**config.mk**
```make
export PLATFORM = sky130hd
export DESIGN_NAME = bcd_alu_sequencer
export DESIGN_NICKNAME = d
export VERILOG_FILES = /design/src/rtl/bcd_seq_pkg.sv /design/src/rtl/bcd_nibble_add.sv /design/src/rtl/bcd_alu_sequencer.sv
export SDC_FILE = /design/constraint.sdc
export NUM_CORES = 1
export LEC_CHECK = 0
export BUFFER_PORTS_ARGS = -buffer_cell sky130_fd_sc_hd__buf_4
export CAP_MARGIN = 25
export CORE_MARGIN = 2
export CORE_UTILIZATION = 53
export DETAILED_ROUTE_END_ITERATION = 12
export PLACE_DENSITY = 0.79
export SLEW_MARGIN = 20
export SYNTH_ARGS = -nofsm -noshare
export SYNTH_HDL_FRONTEND = slang
export SYNTH_HIERARCHICAL = 1
export SYNTH_SLANG_ARGS = --single-unit
```
**constraint.sdc**
```tcl
create_clock -name CLK -period 3.5 [get_ports CLK]
set_input_delay 0.7 -clock CLK [delete_from_list [all_inputs] [get_ports CLK]]
set_output_delay 0.7 -clock CLK [all_outputs]
set_load 0.01 [all_outputs]
```
**src/rtl/bcd_seq_pkg.sv**
```systemverilog
// bcd_seq_pkg: shared types for the nibble-serial BCD/binary ALU.
// Holds the sequencer state enum and the nibble counts per width.
package bcd_seq_pkg;

  typedef enum logic [1:0] {
    IDLE,
    CALC,
    FIN
  } state_t;

  localparam int NIB8  = 2;
  localparam int NIB16 = 4;

endpackage

```
**src/rtl/bcd_nibble_add.sv**
```systemverilog
// bcd_nibble_add: combinational 4-bit add/sub with decimal correction.
// Ports: i_a/i_b nibbles, i_cin carry-in, i_add (1=ADC, 0=SBC),
//   i_bcd decimal mode; o_sum, o_cout (1 = no borrow on SBC),
//   o_ovf signed nibble overflow of the uncorrected sum.
// Decimal correction exists only with BCD_SEQ_DECIMAL_EN defined.
module bcd_nibble_add (
  input  logic [3:0] i_a,
  input  logic [3:0] i_b,
  input  logic       i_cin,
  input  logic       i_add,
  input  logic       i_bcd,
  output logic [3:0] o_sum,
  output logic       o_cout,
  output logic       o_ovf
);

  logic [3:0] w_b;
  logic [4:0] w_bin;

  assign w_b   = i_add ? i_b : ~i_b;
  assign w_bin = {1'b0, i_a} + {1'b0, w_b} + {4'b0, i_cin};
  assign o_ovf = (i_a[3] == w_b[3]) && (w_bin[3] != i_a[3]);

`ifdef BCD_SEQ_DECIMAL_EN
  // Decimal carry: ADC carries past 9; SBC keeps the raw carry,
  // and a borrow (carry 0) pulls the digit back by 6.
  logic w_dc;

  assign w_dc = i_add ? (w_bin > 5'd9) : w_bin[4];

  always_comb begin
    o_sum  = w_bin[3:0];
    o_cout = w_bin[4];
    if (i_bcd) begin
      o_cout = w_dc;
      if (i_add && w_dc)
        o_sum = w_bin[3:0] + 4'd6;
      else if (!i_add && !w_dc)
        o_sum = w_bin[3:0] - 4'd6;
    end
  end
`else
  logic w_unused_bcd;

  assign w_unused_bcd = i_bcd;
  assign o_sum        = w_bin[3:0];
  assign o_cout       = w_bin[4];
`endif

endmodule

```
**src/rtl/bcd_alu_sequencer.sv**
```systemverilog
// bcd_alu_sequencer: nibble-serial 8/16-bit ADC/SBC, binary or BCD.
// Ports: CLK, RST (async high), EN clock enable, START launch,
//   A/B operands, CI carry-in, ADD (1=ADC), BCD decimal, W16 width;
//   BUSY (CALC), DONE (FIN pulse), S result, CO/VO/ZO/NO flags.
// Decimal mode needs BCD_SEQ_DECIMAL_EN; otherwise BCD is ignored.
module bcd_alu_sequencer
  import bcd_seq_pkg::*;
(
  input  logic        CLK,
  input  logic        RST,
  input  logic        EN,
  input  logic        START,
  input  logic [15:0] A,
  input  logic [15:0] B,
  input  logic        CI,
  input  logic        ADD,
  input  logic        BCD,
  input  logic        W16,
  output logic        BUSY,
  output logic        DONE,
  output logic [15:0] S,
  output logic        CO,
  output logic        VO,
  output logic        ZO,
  output logic        NO
);

  state_t      r_state;
  state_t      w_state_nxt;
  logic [15:0] r_s;
  logic [15:0] r_b;
  logic [15:0] w_s_nxt;
  logic [1:0]  r_idx;
  logic        r_c;
  logic        r_add;
  logic        r_w16;
  logic        r_co;
  logic        r_vo;
  logic        r_zo;
  logic        r_no;
  logic        w_bcd;
  logic        w_launch;
  logic        w_step;
  logic        w_last;
  logic [3:0]  w_sh;
  logic [3:0]  w_a_nib;
  logic [3:0]  w_b_nib;
  logic [3:0]  w_sum;
  logic        w_cout;
  logic        w_ovf;

`ifdef BCD_SEQ_DECIMAL_EN
  logic r_bcd;

  always_ff @(posedge CLK or posedge RST) begin
    if (RST)
      r_bcd <= 1'b0;
    else if (w_launch)
      r_bcd <= BCD;
  end

  assign w_bcd = r_bcd;
`else
  logic w_unused_bcd;

  assign w_unused_bcd = BCD;
  assign w_bcd        = 1'b0;
`endif

  // r_s doubles as the A operand: each nibble is read, then
  // overwritten by its sum, so the untouched upper byte of an
  // 8-bit op is simply the latched A[15:8].
  assign w_sh    = {r_idx, 2'b00};
  assign w_a_nib = r_s[w_sh +: 4];
  assign w_b_nib = r_b[w_sh +: 4];
  assign w_last  = r_w16 ? (r_idx == 2'(NIB16 - 1))
                         : (r_idx == 2'(NIB8 - 1));

  bcd_nibble_add u_nib (
    .i_a    (w_a_nib),
    .i_b    (w_b_nib),
    .i_cin  (r_c),
    .i_add  (r_add),
    .i_bcd  (w_bcd),
    .o_sum  (w_sum),
    .o_cout (w_cout),
    .o_ovf  (w_ovf)
  );

  always_comb begin
    w_s_nxt             = r_s;
    w_s_nxt[w_sh +: 4]  = w_sum;
  end

  always_ff @(posedge CLK or posedge RST) begin
    if (RST)
      r_state <= IDLE;
    else
      r_state <= w_state_nxt;
  end

  always_comb begin
    w_state_nxt = r_state;
    w_launch    = 1'b0;
    w_step      = 1'b0;
    BUSY        = 1'b0;
    DONE        = 1'b0;
    unique case (r_state)
      IDLE: begin
        if (EN && START) begin
          w_launch    = 1'b1;
          w_state_nxt = CALC;
        end
      end
      CALC: begin
        BUSY = 1'b1;
        if (EN) begin
          w_step = 1'b1;
          if (w_last)
            w_state_nxt = FIN;
        end
      end
      FIN: begin
        DONE = 1'b1;
        if (EN)
          w_state_nxt = IDLE;
      end
      default: w_state_nxt = IDLE;
    endcase
  end

  always_ff @(posedge CLK or posedge RST) begin
    if (RST) begin
      r_s   <= '0;
      r_b   <= '0;
      r_idx <= '0;
      r_c   <= 1'b0;
      r_add <= 1'b0;
      r_w16 <= 1'b0;
      r_co  <= 1'b0;
      r_vo  <= 1'b0;
      r_zo  <= 1'b1;
      r_no  <= 1'b0;
    end else if (w_launch) begin
      r_s   <= A;
      r_b   <= B;
      r_c   <= CI;
      r_add <= ADD;
      r_w16 <= W16;
      r_idx <= '0;
    end else if (w_step) begin
      r_s   <= w_s_nxt;
      r_c   <= w_cout;
      r_idx <= r_idx + 2'd1;
      if (w_last) begin
        r_co <= w_cout;
        r_vo <= w_ovf;
        r_zo <= r_w16 ? (w_s_nxt == 16'h0000)
                      : (w_s_nxt[7:0] == 8'h00);
        r_no <= r_w16 ? w_s_nxt[15] : w_s_nxt[7];
      end
    end
  end

  assign S  = r_s;
  assign CO = r_co;
  assign VO = r_vo;
  assign ZO = r_zo;
  assign NO = r_no;

endmodule

```
# == Word level (Yosys, flattened, before mapping) ==
# Index checks and enable logic that the tools add are counted.
# classes
n_addsub,4
multipliers,0
div_mod_pow,0
magnitude_cmp,0
eq_ne,10
shift,4
n_mux,22
bitwise_logic,2
n_reduce_logical,8
# ops
op,count
16-bit two-way mux,2
16-bit by 5-bit indexed part select with 4-bit output,2
16-bit bitwise mux,1
16-bit zero test,1
4-bit by 6-bit variable shift with 16-bit output (first input constant),1
4-bit by 6-bit indexed part select with 16-bit output,1
2-bit two-way mux,6
1-bit two-way mux,11
8-bit zero test,1
2-bit != test (second input constant),4
4-bit negator with 6-bit output,1
2-bit one-hot mux with 3 select lines,1
4-bit by 4-bit adder with 5-bit output,1
5-bit by 1-bit adder with 5-bit output,1
2-bit by 1-bit == test with 1-bit output (second input constant),2
2-bit == test (second input constant),2
4-bit two-way mux,1
4-bit NOT,1
4-bit AND reduction,1
3-bit AND reduction,1
2-bit by 1-bit adder with 2-bit output (second input constant),1
1-bit logical AND,2
2-bit zero test,1
2-bit nonzero test,1
other kinds (3),3
# totals
register_bits,43
latchBits,0
ramBits,0
rom_bits,0
inputBits,40
out_inout_bits,22
elab_cells,61
mem_count,0

# == Depth between registers and ports, before layout ==
# Gate-level depths: netlist of run 1.
# depth
word_depth,9
ltp_mapped,12

# == Hierarchy ==
# Netlist of run 1, hierarchy kept.
# by_module_without_submodules
module,instances,cells_per_inst,area_each_um2,seq_area_each_um2
bcd_alu_sequencer,1,197,2349.8,1077.3
bcd_nibble_add,1,23,198.9,0.0

# == Worst setup path after synthesis of run 1 ==
# Ideal clock, no wire load.
# synth_path
path_type,reg2reg
from,reg r_idx[0]
to,"reg r_no, in the netlist NO"
setup_time_ns,0.077
t_arrival_ns,2.885
path_slack_ns,0.538
path_stages_with_launch,12
path_cell_list,dfrtp_1 buf_6 buf_2 mux4_2 xnor2_1 ha_1 a21oi_1 nand2_1 xor2_1 a41oi_2 mux2_2 o21ai_1
# synth_via
elab_chain_cells,8
# synth_rtl
item,line,text
start: declaration,bcd_alu_sequencer.sv:33,logic [1:0] r_idx;
start signal: assignment,bcd_alu_sequencer.sv:154,r_idx <= r_idx + 2'd1;
16-bit by 5-bit indexed part select with 4-bit output (*),bcd_alu_sequencer.sv:75,assign w_b_nib = r_b[w_sh +: 4];
net w_b_nib[2],bcd_alu_sequencer.sv:47,logic [3:0] w_b_nib;
4-bit NOT,bcd_nibble_add.sv:20,assign w_b = i_add ? i_b : ~i_b;
4-bit two-way mux (*),bcd_nibble_add.sv:20,
4-bit by 4-bit adder with 5-bit output (*),bcd_nibble_add.sv:21,"assign w_bin = {1'b0, i_a} + {1'b0, w_b} + {4'b0, i_cin};"
5-bit by 1-bit adder with 5-bit output (*),bcd_nibble_add.sv:21,
net w_sum[3],bcd_alu_sequencer.sv:48,logic [3:0] w_sum;
4-bit by 6-bit indexed part select with 16-bit output (*),bcd_alu_sequencer.sv:92,w_s_nxt[w_sh +: 4] = w_sum;
16-bit bitwise mux (*),bcd_alu_sequencer.sv:92,
1-bit two-way mux (*),bcd_alu_sequencer.sv:160,r_no <= r_w16 ? w_s_nxt[15] : w_s_nxt[7];
end signal: assignment,bcd_alu_sequencer.sv:160,
end: declaration,bcd_alu_sequencer.sv:40,logic r_no;
# Mark *: on every way through the listed nets, which the timed path passes. The rest lies on a longest branch.
# A chain may end at the register's enable or synchronous reset.

# == Worst setup path in the final report of run 1 ==
# Same ends and word-level chain as after synthesis.

==> summary.md, run 1 <==
| Metric | Value |
|---|---|
| Multi-input logic area | 0.00136 mm2 |
| CTS root buffer | clkbuf_8 |
| Via count | 2,020 |
| Outcome | completed |
| Post-CTS Hold Buffers | 0 |
| Most common cell after layout, fill and taps aside | buf_4 |
| RePlAce Congestion | 0.970 |
| Minimum clock period | 3200 ps |
| RSZ-0062 raised after global routing | false |
| Die span in y | 73.3 um |
| Post-route setup TNS | 0 ps |
| Final WL | 6030 um |
| Setup ws final | 301 ps |
| Vias/cell | 6.01 |
| Syn. warnings | 6 |
| Crit share post-route | 0.914 |
| DR pass1 iterations | 4 |
| Area Growth Syn to Fin | 22.6% |
| Critical path peak fanout | 7 |
| Final instance area | 0.00312 mm2 |
| Overall Power | 3.49 mW |
| Synth Instances | 219 |
| Skew-Pair Late Insertion Delay | 300 ps |
| CORE AREA | 0.00466 mm2 |
| CTS H-tree lvls | 2 |
| Hold Vio Cnt, Final | 0 |
| Hold WC Path Type | reg -> reg |
| Layout cells sized above 1 | 0.408 |
| Clk sinks | 43 |
| Most frequent cells in the layout | buf_4, dfrtp_1, nand2_1 |
| Port Buf Inserts | 60 |
| Count of final setup violators | 0 |
| Total GRT Usage | 0.245 |
| Post-CTS setup buffers | 0 |
| Reg clk slew, reported paths | 80 ps |
| Reg area | 0.00108 mm2 |
| Power per cell area | 1120 mW/mm2 |
| Largest net degree at the start of global routing | 44 |
| Layout Nets | 331 |
| CTS max path bufs | 2 |
| Pre-CTS setup slack | 316 ps |
| Crit end category | register |
| Post-CTS sizing | 0 |
| Clock Skew | 4.64 ps |
| Worst path required time | 3720 ps |
| Post-DRT Antenna Nets | 0 |
| Max-slew headroom | 0.571 |
| Ant. Diodes | 0 |
| Row cnt | 25 |
| Die Width | 73.3 um |
| Leak | 1.44 nW |
| Syn Std Cell Area | 0.00254 mm2 |
| Fill cells | 371 |
| Global-route wire length before repair | 9930 um |
| CP Launch Type | register |
| # DRC | 0 |
| Num CTS Buffers | 5 |
| Detail Placement HPWL | 4540 um |
| CTS tree | yes |
| Syn Area/Cell | 11.6 um2 |
| I/O pins | 62 |
| Initial DRC Count | 195 |
| VDD IR max | 0.593 mV |
| Area of placed instances | 0.00304 mm2 |
| Kind of critical path | reg -> reg |
| Vias in the first global route | 2,078 |
| Die area | 0.00537 mm2 |
| Tightest Pin Transition | 642 ps |
| Remaining global-route overflow | 0 |
| F_max | 0.313 GHz |
| Arrival time at the worst endpoint | 3420 ps |
| Max Slew Vio Count | 0 |
| Net Count, Synth | 269 |
| Initial core utilization | 0.546 |
| Dpl cells | 328 |
| Final non-filler cell total | 336 |
| Wire length per cell | 18.0 um |
| MaxCap Viol Count | 0 |
| Initial antenna violation count | 0 |
cell type report:
class | count | share of cell area
Tap cell | 54 | 0.0217
Multi-Input combinational cell | 156 | 0.435
Inverter | 8 | 0.00963
Sequential cell | 43 | 0.345
Timing Repair Buffer | 67 | 0.161
Clock inverter | 3 | 0.00481
Clock buffer | 5 | 0.0221
metrics by stage:
step	util	hold slack, ps
after CTS	0.669	491
after global routing	0.669	532
after detailed placement	0.651	470
after floorplan	-	446
final	0.669	490
after global placement	0.651	464
per-layer routing:
layer,up-vias,share of wire,track usage
met4,0,0.032,0.0869
li1,941,-,-
met5,-,0,0
met1,975,0.41,0.298
met3,19,0.065,0.0658
met2,85,0.50,0.420
critical path, cell delays in order, from the launching register on:
cell and delay (ps):
dfrtp_1 580, mux4_2 560, xor2_1 160, fa_1 380, nand3b_1 210, nand2_1 100
xor2_1 480, a41oi_2 230, mux2_2 300, o21ai_1 120
sequential cells by signal, summed over array words and instances, names as in the netlist:
name     flops
VO           1
r_b         16
r_w16        1
S           16
NO           1
r_state      2
ZO           1
CO           1
r_add        1
r_c          1
r_idx        2
path summary, 6_finish.rpt:
kind / end / slack (ps) / from / depth (start not counted)
max reg2reg: NO / 300 / r_idx[0] / 9
min in group asynchronous: r_b[4] / 530 / RST / 3
max: NO / 300 / r_idx[0] / 9
min: ZO / 490 / ZO / 2
max in group asynchronous: r_idx[1] / 2580 / RST / 3
min reg2reg: ZO / 490 / ZO / 2
power breakdown:
group	switching (mW)	internal (mW)	total, mW
registers	0.237	0.731	0.968
logic	1.21	1.00	2.21
clock network	0.174	0.137	0.311
total	1.62	1.87	3.49
No activity file was read; power rests on OpenSTA's default activity.
==> run 2: changes to the inputs <==
Settings changed: ABC_AREA set to 1, CORE_UTILIZATION 53 to 54, PLACE_DENSITY 0.79 to 0.8.
==> summary.md, run 2 <==
| Metric | Value |
|---|---|
| Outcome | completed |
| Total GRT Usage | 0.270 |
| Layout cells sized above 1 | 0.189 |
| Count of final setup violators | 0 |
| Largest delay contributor family on the critical path | adder cells |
| Arrival time at the worst endpoint | 3340 ps |
| Net Count, Synth | 430 |
| Die area | 0.00559 mm2 |
| Worst path required time | 3740 ps |
| CTS max path bufs | 2 |
| Buf+Inv Stages, Crit Path | 2 |
| Die Width | 74.8 um |
| RSZ-0062 raised after global routing | false |
| CTS H-tree lvls | 2 |
| Critical Path Max Stage Delay | 610 ps |
| Max-slew headroom | 0.558 |
| Minimum clock period | 3100 ps |
| Clock Skew | 8.34 ps |
| Row cnt | 25 |
| Hold WC Path Type | reg -> reg |
| Detail Placement HPWL | 5220 um |
| Crit end category | register |
| Initial antenna violation count | 0 |
| Power per cell area | 1080 mW/mm2 |
| CTS tree | yes |
| CP most frequent cell | nand2_1 |
| Post-route setup TNS | 0 ps |
| Initial DRC Count | 210 |
| Area of placed instances | 0.00319 mm2 |
| Leak | 1.75 nW |
| DR pass1 iterations | 4 |
| Area Growth Syn to Fin | 21.1% |
| Vias in the first global route | 2,578 |
| Skew-Pair Late Insertion Delay | 300 ps |
| Tightest Pin Transition | 662 ps |
| Worst-path cell chain | inv_1 > o21ai_0 > o22ai_1 > xor2_1 > fa_1 > inv_1 > fa_1 > nand3_1 > nor2_1 > nor2_1 > nand2_1 > nor2_1 > nand2_1 > nand2_1 > nand2_1 > nand2_1 |
| MaxCap Viol Count | 0 |
| CTS root buffer | clkbuf_8 |
| Kind of critical path | reg -> reg |
| Syn. warnings | 6 |
| Multi-input logic area | 0.00139 mm2 |
| CORE AREA | 0.00479 mm2 |
| Wire length per cell | 13.8 um |
| Pre-CTS setup slack | 479 ps |
| CP Launch Type | register |
| Post-CTS setup buffers | 0 |
| RePlAce Congestion | 0.964 |
| Hold Vio Cnt, Final | 0 |
| Most common cell after layout, fill and taps aside | nand2_1 |
| Clk sinks | 43 |
| Remaining global-route overflow | 0 |
| Post-CTS sizing | 0 |
| Reg clk slew, reported paths | 80 ps |
| Syn Std Cell Area | 0.00271 mm2 |
| Port Buf Inserts | 60 |
| Post-DRT Antenna Nets | 0 |
| Final WL | 6950 um |
| Ant. Diodes | 0 |
| Final instance area | 0.00328 mm2 |
| CP max-delay cell | dfrtp_1 |
| Global-route wire length before repair | 11,500 um |
| Largest net degree at the start of global routing | 37 |
| Layout Nets | 488 |
| Die span in y | 74.8 um |
| Syn Area/Cell | 7.12 um2 |
| Fill cells | 429 |
| Synth Instances | 380 |
| I/O pins | 62 |
| Via count | 2,610 |
| Crit share post-route | 0.886 |
| Post-CTS Hold Buffers | 0 |
| F_max | 0.322 GHz |
| Vias/cell | 5.17 |
| # DRC | 0 |
| Critical path peak fanout | 12 |
| Max Slew Vio Count | 0 |
| Initial core utilization | 0.565 |
| VDD IR max | 0.599 mV |
| Reg area | 0.00108 mm2 |
| Setup ws final | 398 ps |
| Most frequent cells in the layout | nand2_1, buf_4, dfrtp_1, nor2_1, inv_1 |
| Num CTS Buffers | 5 |
[run 2: power breakdown]
group,leakage (nW),internal (mW),total [mW],switching [mW]
registers,0.540,0.726,0.931,0.205
clock network,0.0470,0.155,0.323,0.168
logic,1.16,0.858,2.28,1.42
total,1.75,1.74,3.53,1.79
[run 2: path summary, 6_finish.rpt]
check / startpoint / end / slack, ps / depth (start not counted)
worst min register to register: ZO / ZO / 470 / 2
min in group asynchronous: RST / S[14] / 490 / 2
worst max-delay path: r_idx[1] / ZO / 400 / 16
max in group asynchronous: RST / VO / 2200 / 3
worst min-delay path: ZO / ZO / 470 / 2
worst max register to register: r_idx[1] / ZO / 400 / 16
[run 2: metrics by stage]
step | hold WS (ps) | util | cells | power (mW)
floorplan | 444 | - | 380 | 2.53
global placement | 459 | 0.666 | 498 | 3.11
detailed placement | 460 | 0.666 | 498 | 3.18
CTS | 473 | 0.684 | 505 | 3.52
global route | 485 | 0.684 | 505 | 3.89
finish | 471 | 0.684 | 505 | 3.53
[run 2: layout make-up]
type,count,area share
clock inverter,1,0.00153
timing repair buffer,65,0.149
inverter,40,0.0466
clock buffer,6,0.0252
sequential,43,0.329
tap,67,0.0256
multi-input combinational,283,0.423
[run 2: worst register-to-register path: stages (launching register included)]
cell,delay (ps)
dfrtp_1,610
inv_1,220
o21ai_0,140
o22ai_1,110
xor2_1,170
fa_1,380
inv_1,110
fa_1,470
nand3_1,160
nor2_1,60
nor2_1,170
nand2_1,80
nor2_1,100
nand2_1,90
nand2_1,70
nand2_1,50
nand2_1,50
[run 2: metal layers]
| metal | share of wire | global-route usage |
|---|---|---|
| met1 | 0.45 | 0.332 |
| met2 | 0.48 | 0.474 |
| met4 | 0.025 | 0.105 |
| met3 | 0.045 | 0.0442 |
| met5 | 0 | 0 |
==> run 3: changes to the inputs <==
Settings changed: CTS_CLUSTER_SIZE set to 12, RECOVER_POWER set to 25.
==> summary.md, run 3 (same netlist as run 2, synthesis figures left out) <==
| Metric | Value |
|---|---|
| Outcome | completed |
| Crit share post-route | 0.885 |
| CORE AREA | 0.00479 mm2 |
| Final non-filler cell total | 505 |
| Power share of the sequential group | 0.264 |
| # DRC | 0 |
| CTS max path bufs | 2 |
| Critical path peak fanout | 12 |
| CP most frequent cell | nand2_1 |
| Switching power total | 1.79 mW |
| MaxCap Viol Count | 0 |
| WHS | 471 ps |
| Clock Skew | 7.17 ps |
| I/O pins | 62 |
| Logic pwr share | 0.645 |
| Largest net degree at the start of global routing | 37 |
| Ant. Diodes | 0 |
| Initial DRC Count | 182 |
| Layout Nets | 488 |
| DR pass1 iterations | 4 |
| Largest delay contributor family on the critical path | adder cells |
| Most common cell after layout, fill and taps aside | nand2_1 |
| Dpl cells | 498 |
| Post-route setup TNS | 0 ps |
| Worst path required time | 3740 ps |
| Initial antenna violation count | 0 |
| Worst-path cell chain | inv_1 > o21ai_0 > o22ai_1 > xor2_1 > fa_1 > inv_1 > fa_1 > nand3_1 > nor2_1 > nor2_1 > nand2_1 > nor2_1 > nand2_1 > nand2_1 > nand2_1 > nand2_1 |
| Wire length per cell | 13.8 um |
| Port Buf Inserts | 60 |
| Post-CTS setup buffers | 0 |
| Num CTS Buffers | 5 |
| Initial core utilization | 0.565 |
| CTS H-tree lvls | 2 |
| Global-route wire length before repair | 11,500 um |
| RSZ-0062 raised after global routing | false |
| Die area | 0.00559 mm2 |
| Row cnt | 25 |
| Skew-Pair Late Insertion Delay | 300 ps |
| Post-DRT Antenna Nets | 0 |
| Most frequent cells in the layout | nand2_1, buf_4, dfrtp_1, nor2_1, inv_1 |
| Post-CTS sizing | 0 |
| P_int | 1.74 mW |
| Max-slew headroom | 0.0208 |
| Post-CTS Hold Buffers | 0 |
| Area Growth Syn to Fin | 21.0% |
| Die span in y | 74.8 um |
| CTS tree | yes |
| Buf+Inv Stages, Crit Path | 2 |
| Hold Vio Cnt, Final | 0 |
| Hold WC Path Type | reg -> reg |
| Layout cells sized above 1 | 0.185 |
| Pre-CTS setup slack | 479 ps |
| RePlAce Congestion | 0.964 |
| Leak | 1.75 nW |
| CP max-delay cell | dfrtp_1 |
| Fill cells | 431 |
| Clock network power share | 0.091 |
| Power per cell area | 1080 mW/mm2 |
| Tightest Pin Transition | 1470 ps |
| Switch share | 0.507 |
| Minimum clock period | 3100 ps |
| Vias/cell | 5.17 |
| Remaining global-route overflow | 0 |
| Detail Placement HPWL | 5220 um |
| Max Slew Vio Count | 0 |
| F_max | 0.323 GHz |
| Count of final setup violators | 0 |
| Die Width | 74.8 um |
| Kind of critical path | reg -> reg |
| Crit end category | register |
| CP Launch Type | register |
| Vias in the first global route | 2,578 |
| Setup ws final | 403 ps |
| Final WL | 6950 um |
| VDD IR max | 0.599 mV |
| Total GRT Usage | 0.270 |
| Via count | 2,611 |
| Arrival time at the worst endpoint | 3340 ps |
| Reg clk slew, reported paths | 80 ps |
| Clk sinks | 43 |
| CTS root buffer | clkbuf_8 |
| Critical Path Max Stage Delay | 600 ps |
run 3: cell types whose count changed in the layout (fill, tap and decap cells not counted):
cell,change
buf_4,-2
inv_1,+1
inv_2,-1
clkbuf_4,+1
clkbuf_1,+1
run 3: area by class of cell:
class	instances	area, um2	area share
repair buffers	65	484	0.148
flip-flops and latches	43	1080	0.329
inverters	40	153	0.0467
well taps	67	83.8	0.0256
multi-input cells	283	1390	0.424
clock buffers	6	82.6	0.0252
clock inverters	1	5.00	0.00153
run 3: path summary, 6_finish.rpt:
path | startpoint | endpoint | slack, ps | depth (start not counted)
worst max-delay path | r_idx[1] | ZO | 400 | 16
worst min-delay path | ZO | ZO | 470 | 2
worst max register to register | r_idx[1] | ZO | 400 | 16
worst min register to register | ZO | ZO | 470 | 2
max in group asynchronous | RST | VO | 1230 | 3
min in group asynchronous | RST | S[12] | 490 | 2
run 3: power by group through the flow:
stage          Combinational (mW)  Clock [mW]  Sequential, mW
6_report                     2.28       0.322           0.930
5_1_grt                      2.59       0.345           0.955
4_1_cts                      2.27       0.331           0.924
3_5_place_dp                 2.25           0           0.933
3_3_place_gp                 2.19           0           0.929
2_1_floorplan                1.60           0           0.925
run 3: tightest hold or removal path: cells and delay by family, from the launching register on:
family        cells  cell delay [ps]
flops             1              370
simple gates      2              100
run 3: per-stage QoR:
stage | area (um2) | total power, mW | util
floorplan | 2710 | 2.53 | -
global placement | 3190 | 3.11 | 0.666
detailed placement | 3190 | 3.18 | 0.666
CTS | 3280 | 3.52 | 0.684
global route | 3270 | 3.89 | 0.684
finish | 3270 | 3.53 | 0.684
run 3: layer usage:
metal | up-vias | part of all wire | global-route usage | wire length (um)
li1 | 1321 | - | - | -
met1 | 1187 | 0.45 | 0.332 | 3120
met2 | 84 | 0.48 | 0.474 | 3340
met3 | 19 | 0.045 | 0.0442 | 315
met4 | 0 | 0.025 | 0.105 | 177
met5 | - | 0 | 0 | 0
